<file path="config.mk">
export PLATFORM = sky130hd
export DESIGN_NAME = atm_pin_entry_flat
export DESIGN_NICKNAME = d
export VERILOG_FILES = /design/src/rtl/atm_pin_entry_if.sv /design/src/rtl/atm_pin_entry.sv /design/src/flat_wrapper.sv
export SDC_FILE = /design/constraint.sdc
export NUM_CORES = 1
export LEC_CHECK = 0
export ABC_CLOCK_PERIOD_IN_PS = 3320
export BUFFER_PORTS_ARGS = -buffer_cell sky130_fd_sc_hd__buf_2
export CAP_MARGIN = 20
export CORE_UTILIZATION = 50
export CTS_BUF_LIST = sky130_fd_sc_hd__clkbuf_4
export DETAILED_ROUTE_END_ITERATION = 10
export PLACE_DENSITY = 0.74
export SETUP_SLACK_MARGIN = 0.02
export SKIP_LAST_GASP = 1
export SLEW_MARGIN = 10
export SYNTH_ARGS = -nofsm -noshare
export SYNTH_HDL_FRONTEND = slang
export SYNTH_SLANG_ARGS = --single-unit
</file>
<file path="constraint.sdc">
create_clock -name clk -period 3.32 [get_ports clk]
set_input_delay 0.498 -clock clk [delete_from_list [all_inputs] [get_ports clk]]
set_output_delay 0.498 -clock clk [all_outputs]
set_load 0.03 [all_outputs]
</file>
<file path="src/rtl/atm_pin_entry_if.sv">
// Keypad / card-reader signal bundle for the ATM PIN entry controller.
interface atm_pin_entry_if;
   localparam int unsigned PIN_W = 14;
   localparam int unsigned KEY_W = 4;
   localparam int unsigned CNT_W = 3;
   localparam int unsigned TRY_W = 2;

   logic             card_present;
   logic             key_valid;
   logic [KEY_W-1:0] key_code;
   logic [PIN_W-1:0] stored_pin;
   logic [PIN_W-1:0] pin_value;
   logic [CNT_W-1:0] digit_count;
   logic             pin_ok;
   logic             pin_fail;
   logic [TRY_W-1:0] tries;
   logic             card_retain;
   logic             card_eject;
   logic             timeout;

   modport master (output card_present, key_valid, key_code, stored_pin,
                   input  pin_value, digit_count, pin_ok, pin_fail, tries,
                          card_retain, card_eject, timeout);

   modport slave  (input  card_present, key_valid, key_code, stored_pin,
                   output pin_value, digit_count, pin_ok, pin_fail, tries,
                          card_retain, card_eject, timeout);
endinterface

</file>
<file path="src/rtl/atm_pin_entry.sv">
// ATM PIN entry controller: collects four digits, checks them against the card PIN,
// and retains the card after MAX_TRIES failures. Define PIN_TIMEOUT_EN for the keypress timer.
module atm_pin_entry #(
   parameter int unsigned MAX_TRIES      = 3,
   parameter int unsigned TIMEOUT_CYCLES = 30000000
) (
   input logic            clk,
   input logic            reset,
   atm_pin_entry_if.slave bus
);
   localparam int unsigned PIN_W      = 14;
   localparam int unsigned CNT_W      = 3;
   localparam int unsigned TRY_W      = 2;
   localparam int unsigned NUM_DIGITS = 4;

   typedef enum logic [2:0] {IDLE, COLLECT, CHECK, GRANTED, LOCKED} state_t;

   state_t           state_q, state_d;
   logic [PIN_W-1:0] pin_value_q, pin_value_d;
   logic [CNT_W-1:0] digit_count_q, digit_count_d;
   logic [TRY_W-1:0] tries_q, tries_d;
   logic             pin_ok_q, pin_ok_d;
   logic             pin_fail_q, pin_fail_d;
   logic             card_retain_q, card_retain_d;
   logic             card_eject_q, card_eject_d;
   logic             card_prev_q;
   logic             card_edge;
   logic             is_digit;
   logic [TRY_W:0]   tries_inc;

   assign card_edge = bus.card_present && !card_prev_q;
   assign is_digit  = (bus.key_code <= 4'd9);
   assign tries_inc = (TRY_W+1)'(tries_q) + (TRY_W+1)'(1);

`ifdef PIN_TIMEOUT_EN
   localparam int unsigned TMR_W = (TIMEOUT_CYCLES > 1) ? $clog2(TIMEOUT_CYCLES) : 1;

   logic [TMR_W-1:0] timer_q, timer_d;
   logic             timer_expired;
   logic             timeout_q, timeout_d;

   assign timer_expired = (timer_q == TMR_W'(TIMEOUT_CYCLES - 1));

   // Idle-keypress timer: runs only while collecting, any key restarts it
   always_comb begin
      timer_d = '0;
      if (state_q == COLLECT && bus.card_present && !bus.key_valid && !timer_expired)
         timer_d = timer_q + TMR_W'(1);
   end

   always_ff @(posedge clk or negedge reset) begin
      if (!reset) begin
         timer_q   <= '0;
         timeout_q <= 1'b0;
      end else begin
         timer_q   <= timer_d;
         timeout_q <= timeout_d;
      end
   end

   assign bus.timeout = timeout_q;
`else
   assign bus.timeout = 1'b0;
`endif

   // Next-state and next-output logic
   always_comb begin
      state_d       = state_q;
      pin_value_d   = pin_value_q;
      digit_count_d = digit_count_q;
      tries_d       = tries_q;
      pin_fail_d    = 1'b0;
      card_eject_d  = 1'b0;
`ifdef PIN_TIMEOUT_EN
      timeout_d     = 1'b0;
`endif
      unique case (state_q)
         IDLE: begin
            if (card_edge) begin
               state_d       = COLLECT;
               pin_value_d   = '0;
               digit_count_d = '0;
               tries_d       = '0;
            end
         end
         COLLECT: begin
            if (!bus.card_present) begin
               state_d = IDLE;
            end else if (bus.key_valid) begin
               if (is_digit) begin
                  if (digit_count_q < CNT_W'(NUM_DIGITS)) begin
                     pin_value_d   = PIN_W'(pin_value_q * PIN_W'(10)) + PIN_W'(bus.key_code);
                     digit_count_d = digit_count_q + CNT_W'(1);
                  end
               end else begin
                  case (bus.key_code)
                     4'hA: begin
                        pin_value_d   = '0;
                        digit_count_d = '0;
                     end
                     4'hB: if (digit_count_q == CNT_W'(NUM_DIGITS)) state_d = CHECK;
                     4'hC: begin
                        card_eject_d = 1'b1;
                        state_d      = IDLE;
                     end
                     default: ;
                  endcase
               end
            end
`ifdef PIN_TIMEOUT_EN
            else if (timer_expired) begin
               timeout_d    = 1'b1;
               card_eject_d = 1'b1;
               state_d      = IDLE;
            end
`endif
         end
         CHECK: begin
            if (!bus.card_present) begin
               state_d = IDLE;
            end else if (pin_value_q == bus.stored_pin) begin
               state_d = GRANTED;
            end else begin
               pin_fail_d    = 1'b1;
               tries_d       = TRY_W'(tries_inc);
               pin_value_d   = '0;
               digit_count_d = '0;
               state_d       = (32'(tries_inc) >= MAX_TRIES) ? LOCKED : COLLECT;
            end
         end
         GRANTED: if (!bus.card_present) state_d = IDLE;
         LOCKED:  ;
         default: state_d = IDLE;
      endcase
      pin_ok_d      = (state_d == GRANTED);
      card_retain_d = (state_d == LOCKED);
   end

   // Card edge detector powers up "present" so a card left in across reset needs re-insertion
   always_ff @(posedge clk or negedge reset) begin
      if (!reset) begin
         state_q       <= IDLE;
         pin_value_q   <= '0;
         digit_count_q <= '0;
         tries_q       <= '0;
         pin_ok_q      <= 1'b0;
         pin_fail_q    <= 1'b0;
         card_retain_q <= 1'b0;
         card_eject_q  <= 1'b0;
         card_prev_q   <= 1'b1;
      end else begin
         state_q       <= state_d;
         pin_value_q   <= pin_value_d;
         digit_count_q <= digit_count_d;
         tries_q       <= tries_d;
         pin_ok_q      <= pin_ok_d;
         pin_fail_q    <= pin_fail_d;
         card_retain_q <= card_retain_d;
         card_eject_q  <= card_eject_d;
         card_prev_q   <= bus.card_present;
      end
   end

   assign bus.pin_value   = pin_value_q;
   assign bus.digit_count = digit_count_q;
   assign bus.tries       = tries_q;
   assign bus.pin_ok      = pin_ok_q;
   assign bus.pin_fail    = pin_fail_q;
   assign bus.card_retain = card_retain_q;
   assign bus.card_eject  = card_eject_q;
endmodule

</file>
<file path="src/flat_wrapper.sv">
// flat-port wrapper written by rule: the top's interface ports become plain ports
module atm_pin_entry_flat 
#(
   parameter int unsigned MAX_TRIES      = 3,
   parameter int unsigned TIMEOUT_CYCLES = 30000000
)
  (clk, reset, bus_card_present, bus_key_valid, bus_key_code, bus_stored_pin, bus_pin_value, bus_digit_count, bus_pin_ok, bus_pin_fail, bus_tries, bus_card_retain, bus_card_eject, bus_timeout);
  atm_pin_entry_if bus_i ();
  input logic clk;
  input logic reset;
  input wire logic [$bits(bus_i.card_present)-1:0] bus_card_present;
  input wire logic [$bits(bus_i.key_valid)-1:0] bus_key_valid;
  input wire logic [$bits(bus_i.key_code)-1:0] bus_key_code;
  input wire logic [$bits(bus_i.stored_pin)-1:0] bus_stored_pin;
  output wire logic [$bits(bus_i.pin_value)-1:0] bus_pin_value;
  output wire logic [$bits(bus_i.digit_count)-1:0] bus_digit_count;
  output wire logic [$bits(bus_i.pin_ok)-1:0] bus_pin_ok;
  output wire logic [$bits(bus_i.pin_fail)-1:0] bus_pin_fail;
  output wire logic [$bits(bus_i.tries)-1:0] bus_tries;
  output wire logic [$bits(bus_i.card_retain)-1:0] bus_card_retain;
  output wire logic [$bits(bus_i.card_eject)-1:0] bus_card_eject;
  output wire logic [$bits(bus_i.timeout)-1:0] bus_timeout;
  assign bus_i.card_present = bus_card_present;
  assign bus_i.key_valid = bus_key_valid;
  assign bus_i.key_code = bus_key_code;
  assign bus_i.stored_pin = bus_stored_pin;
  assign bus_pin_value = bus_i.pin_value;
  assign bus_digit_count = bus_i.digit_count;
  assign bus_pin_ok = bus_i.pin_ok;
  assign bus_pin_fail = bus_i.pin_fail;
  assign bus_tries = bus_i.tries;
  assign bus_card_retain = bus_i.card_retain;
  assign bus_card_eject = bus_i.card_eject;
  assign bus_timeout = bus_i.timeout;
  atm_pin_entry #(.MAX_TRIES(MAX_TRIES), .TIMEOUT_CYCLES(TIMEOUT_CYCLES)) u_core (.clk(clk), .reset(reset), .bus(bus_i));
endmodule
</file>
Yosys cells after proc, flatten, opt, wreduce, memory -nomap -nowiden:

Cells that the tools add are included.

* $add $sub $neg: 3
* multipliers: 1
* div/mod/pow operators: 0
* order comparisons: 3
* eq/ne operators: 18
* shifts and indexed selects: 0
* mux-type cells: 41
* bitwise logic cells: 0
* reductions and logical operators: 7

Operators with widths (number)
* 14-bit 2-to-1 mux: 8
* 3-bit 2-to-1 mux: 17
* 14-bit case mux with 3 select lines: 1
* 3-bit case mux with 5 select lines: 1
* 14-bit by 4-bit adder with 14-bit output: 1
* 14-bit equality test: 1
* 14-bit by 3-bit multiplier with 13-bit output, second input constant: 1
* 4-bit equality test, second input constant: 3
* 3-bit by 2-bit equality test with 1-bit output, second input constant: 3
* 3-bit equality test, second input constant: 3
* 3-bit case mux with 3 select lines: 1
* 1-bit 2-to-1 mux: 8
* 2-bit != test, second input constant: 4
* 8-bit AND reduction: 1
* 2-bit 2-to-1 mux: 3
* 3-bit case mux with 2 select lines: 1
* 4-bit less-or-equal comparator, second input constant: 1
* 2-bit case mux with 2 select lines: 1
* 4-bit AND reduction: 1
* 2-bit by 1-bit adder with 3-bit output, second input constant: 1
* 3-bit by 1-bit adder with 3-bit output, second input constant: 1
* 3-bit by 1-bit equality test with 1-bit output, second input constant: 1
* 3-bit by 2-bit >= comparator with 1-bit output, second input constant: 1
* 3-bit zero test: 1
* other kinds (8): 8

* register bits: 27
* latch bits: 0
* RAM bits: 0
* bits in read-only memories: 0
* input bits: 22
* output and inout bits: 24
* logic and storage cells: 82
* memories: 0

Longest topological paths before layout:

* depth after elaboration: 8
* depth in mapped cells: 10
* gate-level depth less buffers: 10

Least setup slack after synthesis:

OpenSTA, ideal clock, no wires.

* kind: register -> register
* start point: register u_core.pin_value_q[1] (netlist: u_core.bus.pin_value[1])
* end point: register u_core.pin_value_q[12] (netlist: u_core.bus.pin_value[12])
* setup time: 70 ps
* arrival: 3044 ps
* required time: 3250 ps
* slack: 206 ps
* cell stages (with the launch flop): 9
* path buffers: 0
* period minus slack after synthesis: 3114 ps
* cells stage by stage: dfrtp_1 -> ha_1 -> ha_1 -> fa_1 -> nand3b_1 -> or3b_4 -> or4_4 -> a2111oi_2 -> nand3b_1

* longest elaborated chain between the ends: 7
* elaborated cells between the ends (all ways): 10
* those cells by class: add/sub (1); mul (1); eq/ne (2); mux (5); reduce/logical (1)

RTL lines
* start: declaration: line atm_pin_entry.sv:19 `logic [PIN_W-1:0] pin_value_q, pin_value_d;`
* start signal: assignment: line atm_pin_entry.sv:153 `pin_value_q <= pin_value_d;`
* 14-bit by 3-bit multiplier with 13-bit output: line atm_pin_entry.sv:92 `pin_value_d = PIN_W'(pin_value_q * PIN_W'(10)) + PIN_W'(bus.key_code);`
* 14-bit by 4-bit adder with 14-bit output: line atm_pin_entry.sv:92
* 14-bit 2-to-1 mux: line atm_pin_entry.sv:91 `if (digit_count_q < CNT_W'(NUM_DIGITS)) begin`
* 14-bit 2-to-1 mux: line atm_pin_entry.sv:90 `if (is_digit) begin`
* 14-bit 2-to-1 mux: line atm_pin_entry.sv:89 `end else if (bus.key_valid) begin`
* 14-bit 2-to-1 mux: line atm_pin_entry.sv:87 `if (!bus.card_present) begin`
* 14-bit case mux with 3 select lines: line atm_pin_entry.sv:77 `unique case (state_q)`

Several ways; a longest one is shown, not always the timed one. The select of a mux whose other input is x is not followed.
A chain may end at the register's enable or synchronous reset.

Worst setup path in the final report:

* start point: register u_core.pin_value_q[3] (netlist: u_core.bus.pin_value[3])
* end point: register u_core.pin_value_q[12] (netlist: u_core.bus.pin_value[12])

Same word-level chain as after synthesis.

==> run_results.csv <==
group,metric,value,unit
run_status,status,"complete, no violations",
sta,fin_crit_sh,92.45,%
worst_hold_path,min_path_type,"in -> async",
cts,clockBufferDepth,2,
sta,fin_tns_setup,0,ps
cts,cts_tree,"built",
yosys,yosysTopAreaCellShare,30.20,%
sta,tightest_slew,617.3,ps
layout,drive_above_1_share,23.81,%
cts,hold_buffers,0,
power_and_ir_drop,seqPwrFrac,54.9,%
sta,fin_crit,3069,ps
sta,slew_viol_final,0,
setup_path,worst_ep_arrival_time,3350,ps
floorplan,coreArea,4058,um2
yosys,synth_seq_area_share,31.42,%
setup_path,required,3600,ps
setup_path,crit_type,"reg -> reg",
power_and_ir_drop,power.leakage,1.270,nW
placed_design,port_buffers,44,
power_and_ir_drop,p_per_area,271.5,nW/um2
setup_path,path_cells,"ha_1, ha_1, fa_1, nand3b_1, or3b_4, or4_4, a2111oi_2, nand3b_1",
sta,rsz0062_at_grt,"false",
cts,root_buffer,"clkbuf_4",
cts,cts_made_buffers,3,
setup_path,crit_fanout,5,
layout,layout_common_cells,"buf_2, ha_1, dfrtp_1",
sta,finClkSkew,4.694,ps
power_and_ir_drop,p_int,0.4528,mW
floorplan,initial_core_util,53.10,%
layout,nNetsFinal,324,
layout,final_common_cell,"buf_2",
setup_path,cp_num_buf_inv,0,
yosys,ys.flop_type,"dfrtp_1",
run,drv_cap,0,
setup_path,endpoint_kind,"register",
yosys,yosys_warnings,0,
yosys,synth_area,2155,um2
floorplan,die_x,67.65,um
setup_path,slowest_delay,540,ps
routing,wl_per_cell,14.62,um
setup_path,r2r_setup_slack,250,ps
cts,cts_num_sinks,27,
power_and_ir_drop,clock_power_share,22.3,%
floorplan,rows,23,
global_routing,track_usage,22.36,%
yosys,synth-edff-count,0,
yosys,synth-seq-cells,27,
yosys,avgSynthCellArea,9.491,um2
yosys,async_flop_share,100.0,%
layout,syn_to_final_growth,14.52,%
sta,final_hold_viol_count,0,
sta,slew_headroom,58.85,%
power_and_ir_drop,p_comb_share,22.9,%
yosys,syn_inst,227,
global_routing,grt_max_degree,28,
cts,insertion_delay,330,ps
yosys,synth_area_leaders,"dfrtp_1, ha_1, xnor2_1, nand2_1, xor2_1",
power_and_ir_drop,peakVddDrop,0.0001734,V
global_routing,overflow,0,
setup_path,cp_slowest_cell,"fa_1",
setup_path,rr_endpoint,"u_core.bus.pin_value[12]",
yosys,synthesis.nets,277,
floorplan,die_y,67.65,um
routing,dr_total_vias,1777,
cts,htree_levels,1,
global_routing,grt_pass1_wl,7583,um
setup_path,crit_family,"simple AND/OR/NAND/NOR gates",
layout,diodes,0,
routing,wirelength,4723,um
routing,post-route-drc-count,0,
setup_path,r2r-start,"u_core.bus.pin_value[3]",
cts,post_cts_buffers,0,
setup_path,r2r_cells,8,
routing,dr.pass1.iters,4,
power_and_ir_drop,switching_share,32.42,%
cts,cts.clk_slew.worst_paths,150,ps
cts,cts_resized,0,
sta,setup_violations,0,
routing,drt_iter0_drc,101,
global_routing,first_global_vias,1610,
setup_path,cp-start-kind,"register",
yosys,ys_types,46,
power_and_ir_drop,total_power,0.6700,mW
floorplan,die_area,4576,um2
routing,postRouteAntennaNets,0,
placed_design,place_congestion,0.8744,
sta,fmax,325.8,MHz
global_routing,antenna_found_initial,0,
floorplan,ios,46,
yosys,synth_top_area_cell,"dfrtp_1",
power_and_ir_drop,power.switching,0.2172,mW
placed_design,dp_hpwl,3786,um
routing,vias_per_cell,5.502,
## registers in the layout, indices dropped and copies added (netlist names), 2 cells and up
signal                  count
u_core.bus.tries            2
u_core.bus.digit_count      3
u_core.bus.pin_value       14
u_core.state_q              3
## worst max path at each step
| stage | start | endpoint | slack [ps] | depth (start not counted) |
|---|---|---|---|---|
| 5_1_grt | u_core.bus.pin_value[3] | u_core.bus.pin_value[12] | 50 | 10 |
| 3_3_place_gp | u_core.bus.pin_value[3] | u_core.bus.pin_value[12] | 350 | 8 |
| 3_5_place_dp | u_core.bus.pin_value[3] | u_core.bus.pin_value[12] | 280 | 8 |
| 4_1_cts | u_core.bus.pin_value[3] | u_core.bus.pin_value[12] | 260 | 8 |
| 2_1_floorplan | u_core.bus.pin_value[1] | u_core.bus.pin_value[12] | 210 | 8 |
| 6_report | u_core.bus.pin_value[3] | u_core.bus.pin_value[12] | 250 | 8 |
## worst register-to-register path: stages, from the launching register on
cell,delay (ps)
dfrtp_1,470
ha_1,300
ha_1,230
fa_1,540
nand3b_1,140
or3b_4,430
or4_4,440
a2111oi_2,340
nand3b_1,140
## cells by family (layout without fill, tap and decap cells)
family,Yosys count,count (layout),share of synthesized area (%)
AOI/OAI and AO/OA,48,48,15.21
xor gates and xnor gates,34,34,14.81
adders and majority gates,28,28,16.96
buffers and inverters,12,58,2.265
DFF,27,27,31.42
muxes,1,1,0.5226
other,1,1,0.1740
and+or+nand+nor,76,76,18.64
## per-stage QoR
stage / setup slack [ps] / utilization, % / cells / hold slack [ps] / instance area [um2]
after floorplan: 206.2 / - / 227 / 202.4 / 2155
after global placement: 352.8 / 60.07 / 319 / 522.0 / 2437
after detailed placement: 277.0 / 60.07 / 319 / 527.0 / 2437
after CTS: 258.3 / 60.81 / 323 / 161.4 / 2467
after global routing: 51.43 / 60.81 / 323 / 169.3 / 2467
final: 250.6 / 60.81 / 323 / 147.3 / 2467
## layout make-up
class / count / area (um2)
Fill cell: 351 / 1590
Clock buffer: 3 / 22.52
Inverter: 7 / 26.28
Sequential cell: 27 / 676.9
Tap cell: 50 / 62.56
Clock inverter: 1 / 7.507
Timing Repair Buffer: 47 / 242.7
Multi-Input combinational cell: 188 / 1429
## power groups by stage
stage                     Combinational [mW]  Sequential, mW  Clock [mW]
after floorplan                       0.0771           0.392           0
after global placement                 0.151           0.372           0
after detailed placement               0.153           0.374           0
after CTS                              0.154           0.367       0.158
after global routing                   0.167           0.371       0.171
final                                  0.153           0.368       0.149
## synthesized netlist by cell type, types with 2 or more instances
cell type and number:
nand2_1 25, clkbuf_1 4, nand2b_1 3, fa_1 2, a21o_1 6, dfrtp_1 26, ha_1 26, nor4_1 2
nor3_1 3, a21oi_1 11, o31ai_1 7, a22o_1 4, nand3b_1 4, nor3b_1 3, or2_2 2, inv_1 7
nand3_1 5, xnor2_1 24, o21ai_0 13, xor2_1 8, nand4_1 6, nor2_1 12
## layer usage
layer  track usage (%)  wire length [um]
met4             4.255                45
met2             33.79              2132
met3             5.068               200
met5                 0                 0
met1             32.30              2344
Note: power is estimated with default switching activity, not from simulation.
